<file path="src/rtl/votn_seq.sv">
// Clocked N-voter: one start opens a session, each voter may vote once, the
// session closes when all have voted or the timeout expires; counts and verdict are registered.
module votn_seq #(
  parameter int N       = 5,
  parameter int TIMEOUT = 16,
  localparam int CW     = $clog2(N + 1)
) (
  input  logic          clk,
  input  logic          rst_n,
  input  logic          start,
  input  logic [N-1:0]  vote_valid,
  input  logic [N-1:0]  vote_val,
  output logic          busy,
  output logic          done,
  output logic          result,
  output logic          tie,
  output logic [CW-1:0] yes_cnt,
  output logic [CW-1:0] no_cnt,
  output logic [1:0]    state_dbg
);

  localparam int TW = (TIMEOUT > 1) ? $clog2(TIMEOUT) : 1;

  typedef enum logic [1:0] {
    S_IDLE    = 2'd0,
    S_COLLECT = 2'd1,
    S_DONE    = 2'd2
  } state_t;

  state_t        state;
  logic [N-1:0]  mask;
  logic [TW-1:0] timer;

  logic [N-1:0]  acc;
  logic [CW-1:0] yes_nxt;
  logic [CW-1:0] no_nxt;
  logic          all_voted;
  logic          timed_out;

  function automatic logic [CW-1:0] popcnt(input logic [N-1:0] v);
    logic [CW-1:0] c;
    c = '0;
    for (int i = 0; i < N; i++) c = c + CW'(v[i]);
    return c;
  endfunction

  // Handshake: vote_valid[i] qualifies vote_val[i] for one cycle; there is no
  // ready, a vote is taken only in COLLECT and only the first one per voter.
  always_comb begin
    acc       = vote_valid & ~mask;
    yes_nxt   = yes_cnt + popcnt(acc & vote_val);
    no_nxt    = no_cnt + popcnt(acc & ~vote_val);
    all_voted = &(mask | acc);
    timed_out = (timer == TW'(TIMEOUT - 1));
  end

  assign state_dbg = state;

  always_ff @(posedge clk or negedge rst_n) begin
    if (!rst_n) begin
      state   <= S_IDLE;
      busy    <= 1'b0;
      done    <= 1'b0;
      result  <= 1'b0;
      tie     <= 1'b0;
      yes_cnt <= '0;
      no_cnt  <= '0;
      mask    <= '0;
      timer   <= '0;
    end else begin
      case (state)
        S_IDLE: begin
          done <= 1'b0;
          if (start) begin
            state   <= S_COLLECT;
            busy    <= 1'b1;
            yes_cnt <= '0;
            no_cnt  <= '0;
            mask    <= '0;
            result  <= 1'b0;
            tie     <= 1'b0;
            timer   <= '0;
          end
        end
        S_COLLECT: begin
          mask    <= mask | acc;
          yes_cnt <= yes_nxt;
          no_cnt  <= no_nxt;
          timer   <= timer + TW'(1);
          // Verdict uses this cycle's votes too, so it is valid alongside done.
          if (all_voted || timed_out) begin
            state  <= S_DONE;
            busy   <= 1'b0;
            done   <= 1'b1;
            result <= (yes_nxt > no_nxt);
            tie    <= (yes_nxt == no_nxt);
          end
        end
        S_DONE: begin
          done  <= 1'b0;
          state <= S_IDLE;
        end
        default: begin
          state <= S_IDLE;
          busy  <= 1'b0;
          done  <= 1'b0;
        end
      endcase
    end
  end

endmodule

</file>
<file path="config.mk">
export PLATFORM = sky130hd
export DESIGN_NAME = votn_seq
export DESIGN_NICKNAME = d
export VERILOG_FILES = /design/src/rtl/votn_seq.sv
export SDC_FILE = /design/constraint.sdc
export NUM_CORES = 1
export LEC_CHECK = 0
export CAP_MARGIN = 20
export CORE_MARGIN = 3
export CORE_UTILIZATION = 45
export DETAILED_ROUTE_END_ITERATION = 10
export PLACE_DENSITY_LB_ADDON = 0.12
export SETUP_SLACK_MARGIN = 0.05
export SYNTH_ARGS = -nofsm -noshare
export SYNTH_HDL_FRONTEND = slang
export SYNTH_SLANG_ARGS = --single-unit
export TNS_END_PERCENT = 5
</file>
<file path="constraint.sdc">
create_clock -name clk -period 5.7 [get_ports clk]
set_clock_uncertainty 0.05 [all_clocks]
set_input_delay 1.14 -clock clk [delete_from_list [all_inputs] [get_ports clk]]
set_output_delay 1.14 -clock clk [all_outputs]
set_load 0.02 [all_outputs]
</file>
==> results of run 1 <==
-- metrics by stage --
stage / cell area (µm²) / setup slack [ns] / hold slack, ns
after floorplan: 1290 / 1.69 / 0.438
after global placement: 1540 / 1.06 / 0.441
after detailed placement: 1540 / 0.979 / 0.446
after CTS: 1570 / 1.33 / 0.488
after global routing: 1570 / 0.967 / 0.519
final: 1570 / 1.34 / 0.489
-- sequential cells by signal, summed over array words and instances, names as in the netlist --
signal and cells:
timer 4, done 1, busy 1, result 1, yes_cnt 3, mask 5
tie 1, state_dbg 2, no_cnt 3
-- how the worst min path moves through the flow --
stage	startpoint	to	slack, ns	cells past startpoint
6_report	done	done	0.49	2
5_1_grt	timer[0]	timer[0]	0.52	1
4_1_cts	timer[0]	timer[0]	0.49	1
3_5_place_dp	done	done	0.45	2
3_3_place_gp	done	done	0.44	2
2_1_floorplan	timer[0]	timer[0]	0.44	1
-- worst max-delay path: stages --
cell and delay, ns:
clkdlybuf4s50_1 0.51, nor3b_1 0.29, fa_1 0.46, inv_1 0.09, fa_1 0.39, inv_1 0.07
ha_1 0.13, inv_1 0.05, fa_1 0.44, xnor2_1 0.18, xnor2_1 0.17, ha_1 0.27
o21a_1 0.10, o21ai_0 0.14, mux2i_1 0.09
-- power by group --
| group | internal, W | leakage, nW | switching (W) |
|---|---|---|---|
| logic | 0.000237 | 0.439 | 0.000257 |
| registers | 0.000212 | 0.269 | 0.0000758 |
| clock network | 0.0000263 | 0.0177 | 0.0000492 |
-- cells by family (layout without fill, tap and decap cells) --
logic type,after synthesis,count (layout),share of synthesized area
xor gates and xnor gates,4,4,0.0272
DFF,21,21,0.407
muxes,3,3,0.0233
adders and majority gates,14,14,0.171
and+or+nand+nor,36,36,0.164
buffers and inverters,12,38,0.0485
AOI/OAI and AO/OA,30,30,0.159
-- layout make-up --
class	instances	area, µm²	share of cell area
clock inverter	1	5.00	0.00319
multi-input combinational	87	702	0.447
tap	30	37.5	0.0239
sequential	21	526	0.335
clock buffer	3	22.5	0.0143
timing repair buffer	24	240	0.153
inverter	10	37.5	0.0239
-- Yosys cell counts, types with 2 or more instances --
cell type | count | area [µm²]
dfrtp_1 | 21 | 526
a21oi_1 | 10 | 50.1
inv_1 | 9 | 33.8
ha_1 | 8 | 100
nand2_1 | 8 | 30.0
nor2_1 | 8 | 30.0
o21ai_0 | 7 | 35.0
a22o_1 | 6 | 52.6
fa_1 | 6 | 120
xnor2_1 | 4 | 35.0
and3b_1 | 3 | 26.3
mux2i_1 | 3 | 30.0
nand3_1 | 3 | 15.0
nor3b_1 | 3 | 22.5
o22ai_1 | 3 | 18.8
nand3b_1 | 2 | 15.0
nor2b_1 | 2 | 12.5
or3b_2 | 2 | 17.5
-- cell usage in the layout, fill, tap and decap left out, types with 4 or more instances in the layout --
cell             Yosys  routed
nor2_1               8       8
fa_1                 6       6
clkdlybuf4s50_1      0      24
xnor2_1              4       4
nand2_1              8       8
inv_1                9       9
ha_1                 8       8
a22o_1               6       6
dfrtp_1             21      21
a21oi_1             10      10
o21ai_0              7       7
-- per-layer routing --
| metal | GRT usage | wire (µm) | vias up |
|---|---|---|---|
| li1 | - | - | 469 |
| met4 | 0.0570 | 44 | 0 |
| met3 | 0.0283 | 121 | 5 |
| met2 | 0.282 | 1310 | 22 |
| met1 | 0.246 | 1320 | 479 |
| met5 | 0 | 0 | - |
==> summary.txt, run 1 <==
Worst setup path
  – Critical register-to-register path endpoint: result
  – Worst reg2reg setup slack: 2.23 ns
  – Worst setup path end: result
  – Worst setup EP type: register
  – Critical path class: input port to register
  – CP startpoint: vote_valid[0]
  – Setup crit start kind: input port
  – CP Data Arrival Time: 4.51 ns
  – Worst path required time: 5.85 ns
  – Worst reg-to-reg path cell count: 14
  – Reg-to-Reg Start: mask[0]
  – Worst Path Max Fanout: 4

Layout
  – Diode count: 0
  – Synth-to-Final Area Change: 21.7%
  – Share of post-route cells with drive strength above 1: 0.0890
  – Final Util: 0.606
  – Layout fillers: 233
  – Non-Filler Instances: 176
  – NumNets Final: 174

Clock tree
  – TritonCTS clock tree: done
  – Setup bufs post-CTS: 0
  – CTS Root Cell: clkbuf_4
  – Hold_buf cts: 0
  – H-tree depth: 1
  – TritonCTS buffer count: 3
  – CTS sink cnt: 21
  – CTS clk-pin slew, worst paths: 0.13 ns
  – Post-CTS Resized: 0
  – Worst-skew pair later-pin latency: 0.32 ns
  – Clock tree buffer depth: 2

Logic synthesis
  – Post-Syn Nets: 147
  – Yosys reg bits: 21
  – Yosys warning total: 0
  – Mean post-synth cell area: 10.7 µm²
  – Cell area after synthesis: 1290 µm²
  – Distinct cells, synth: 30
  – Cell count after synthesis: 120
  – FFs w/ async S/R, synth: 1.00
  – Register area share after synthesis: 0.407
  – Synth Flop Type: dfrtp_1
  – Post-synth EDFFs: 0

Min path
  – Hold Path Class: register to register

Pwr
  – Worst vdd ir: 0.337 mV
  – Static leakage: 0.726 nW
  – Total design power: 0.000857 W
  – PD cells: 546 nW/µm²

Die
  – Cell Rows: 18
  – DIE HEIGHT: 59.5 µm
  – Core area: 2590 µm²
  – Starting density of the core: 0.498
  – Die width: 59.5 µm
  – Total die area: 3550 µm²
  – # IOs: 25

STA
  – Final min period: 4.36 ns
  – Max-slew violations: 0
  – Unrepaired setup endpoints after global routing: no
  – Setup TNS: 0 ns
  – Max transition margin: 0.347
  – # setup viols final: 0
  – Final Hold Viols: 0
  – Worst Tran Pin Value: 0.977 ns
  – Peak Freq: 0.229 GHz
  – Crit share post-route: 0.765

Routing
  – Vias per cell: 5.54
  – WL final: 2800 µm
  – Vias: 975
  – Wire per inst: 15.9 µm
  – 1st-iter DRT viols: 25
  – DRC Markers: 0
  – Pre-antenna DRT Iters: 4
  – Routed Antenna Nets: 0

Global routing
  – Vias in the first global route: 1027
  – Largest net degree at the start of global routing: 22
  – Overall Global Routing Usage: 0.177
  – Grt ovf: 0
  – Antenna violations before repair: 0
  – First-pass GRT wire length: 4610 µm

Placed design
  – Placed cell count: 172
  – Routability-driven placement congestion ratio: 0.825
  – # port buffers: 24
  – DP HPWL: 2100 µm

Outcome
  – Status: completed

Run
  – Max-cap violations: 0
Note: power is estimated with default switching activity, not from simulation.
==> inputs of run 2 (changes only) <==
==> constraint.sdc (replaced) <==
create_clock -name clk -period 4 [get_ports clk]
set_clock_uncertainty 0.05 [all_clocks]
set_input_delay 0.8 -clock clk [delete_from_list [all_inputs] [get_ports clk]]
set_output_delay 0.8 -clock clk [all_outputs]
set_load 0.02 [all_outputs]
==> summary.txt, run 2 (synthesis gave the netlist of run 1 again) <==
Placed design
  – DP Area: 1590 µm²
  – Pre-CTS worst setup slack: -0.431 ns
  – DP HPWL: 2210 µm
  – # port buffers: 24
  – Routability-driven placement congestion ratio: 0.821

Worst setup path
  – Setup crit start kind: input port
  – Critical path class: input port to register
  – Worst setup EP type: register
  – Max stage delay on crit path: 0.52 ns
  – Most used cell, CP: fa_1
  – CP max stage cell: fa_1
  – Crit-path cells: dlygate4sd2_1 > and3b_2 > fa_1 > inv_1 > fa_1 > inv_1 > ha_1 > fa_1 > ha_1 > nor2b_1 > o21a_1 > o21ai_1 > mux2i_1
  – CP Data Arrival Time: 3.96 ns
  – Worst Path Max Fanout: 2
  – Worst path required time: 4.16 ns

Layout
  – Most frequent cells in the layout: dfrtp_1, clkdlybuf4s50_1, a21oi_1, inv_1
  – Footprint of the multi-input gates: 729 µm²
  – Commonest non-fill, non-tap cell in the layout: dfrtp_1
  – Fin area: 1690 µm²
  – NumNets Final: 183
  – Max reg flops: 5
  – Largest regs: mask: 5 flops, timer: 4 flops
  – FF/Latch Area: 526 µm²
  – Share of post-route cells with drive strength above 1: 0.174
  – Diode count: 0
  – Layout fillers: 217
  – Synth-to-Final Area Change: 30.8%
  – Largest reg by FF count: mask

Routing
  – WL final: 2980 µm
  – Wire per inst: 16.1 µm
  – Vias per cell: 5.61
  – DRC Markers: 0
  – Pre-antenna DRT Iters: 4
  – Routed Antenna Nets: 0
  – Vias: 1038
  – 1st-iter DRT viols: 53

STA
  – Worst Tran Pin Value: 0.446 ns
  – Setup ws final: 0.204 ns
  – Max-slew violations: 0
  – Final min period: 3.80 ns
  – Unrepaired setup endpoints after global routing: no
  – Peak Freq: 0.263 GHz
  – Crit share post-route: 0.949
  – # setup viols final: 0
  – Max transition margin: 0.703
  – Setup TNS: 0 ns
  – Final Hold Viols: 0

Global routing
  – Largest net degree at the start of global routing: 22
  – Antenna violations before repair: 0
  – Grt ovf: 0
  – Vias in the first global route: 1083
  – First-pass GRT wire length: 4890 µm
  – Overall Global Routing Usage: 0.185

Outcome
  – Status: completed

Die
  – Cell Rows: 18
  – Die width: 59.5 µm
  – Core area: 2590 µm²
  – Starting density of the core: 0.498
  – DIE HEIGHT: 59.5 µm
  – # IOs: 25
  – Total die area: 3550 µm²

Clock tree
  – Worst-skew pair later-pin latency: 0.31 ns
  – Hold_buf cts: 0
  – TritonCTS clock tree: done
  – Clock tree buffer depth: 2
  – CTS Root Cell: clkbuf_4
  – CTS sink cnt: 21
  – H-tree depth: 1
  – TritonCTS buffer count: 3
  – CTS clk-pin slew, worst paths: 0.12 ns

Min path
  – Hold Path Class: register to register

Pwr
  – Worst vdd ir: 0.519 mV
  – Static leakage: 0.813 nW
  – PD cells: 783 nW/µm²

Run
  – Max-cap violations: 0
-- run 2: final timing paths --
path | from | slack [ns] | endpoint | depth (start not counted)
max | vote_val[0] | 0.20 | result | 13
min | done | 0.48 | done | 2
max reg2reg | mask[0] | 0.49 | result | 12
min reg2reg | done | 0.48 | done | 2
max in group asynchronous | rst_n | 2.91 | tie | 2
min in group asynchronous | rst_n | 0.63 | no_cnt[0] | 1
-- run 2: layout make-up --
cell class                 count  area share
timing repair buffer          33       0.196
clock buffer                   3      0.0133
sequential                    21       0.311
inverter                      10      0.0222
multi-input combinational     87       0.432
clock inverter                 1     0.00297
tap                           30      0.0222
-- run 2: where the power goes --
part	switching, W	total (W)	leakage, nW	internal (W)
combinational	0.000391	0.000799	0.526	0.000408
clock	0.0000692	0.000107	0.0177	0.0000374
sequential	0.000113	0.000415	0.269	0.000302
-- run 2: critical path: cells and delay by family --
family                     cells  cell delay [ns]
muxes                          1             0.08
adders and majority gates      5             2.04
and+or+nand+nor                2             0.38
buffers and inverters          3             0.37
AOI/OAI and AO/OA              2             0.29
-- run 2: metal layers --
layer / GRT usage / vias up / routed length, µm
li1: - / 486 / -
met1: 0.256 / 509 / 1380
met2: 0.304 / 36 / 1430
met3: 0.0196 / 7 / 111
met4: 0.0570 / 0 / 61
met5: 0 / - / 0
-- run 2: through the flow --
| stage | total power [W] | util | hold slack [ns] | cells |
|---|---|---|---|---|
| after CTS | 0.00128 | 0.630 | 0.480 | 182 |
| after floorplan | 0.000908 | - | 0.438 | 120 |
| final | 0.00132 | 0.652 | 0.475 | 185 |
| after global routing | 0.00145 | 0.652 | 0.523 | 185 |
| after detailed placement | 0.00115 | 0.613 | 0.447 | 178 |
| after global placement | 0.00112 | 0.613 | 0.440 | 178 |
-- run 2: what timing repair did --
item,4_1_cts,5_1_grt
gates resized for setup,8,3
setup endpoints to repair,2,1
pin swaps,4,5
buffers inserted,0,2
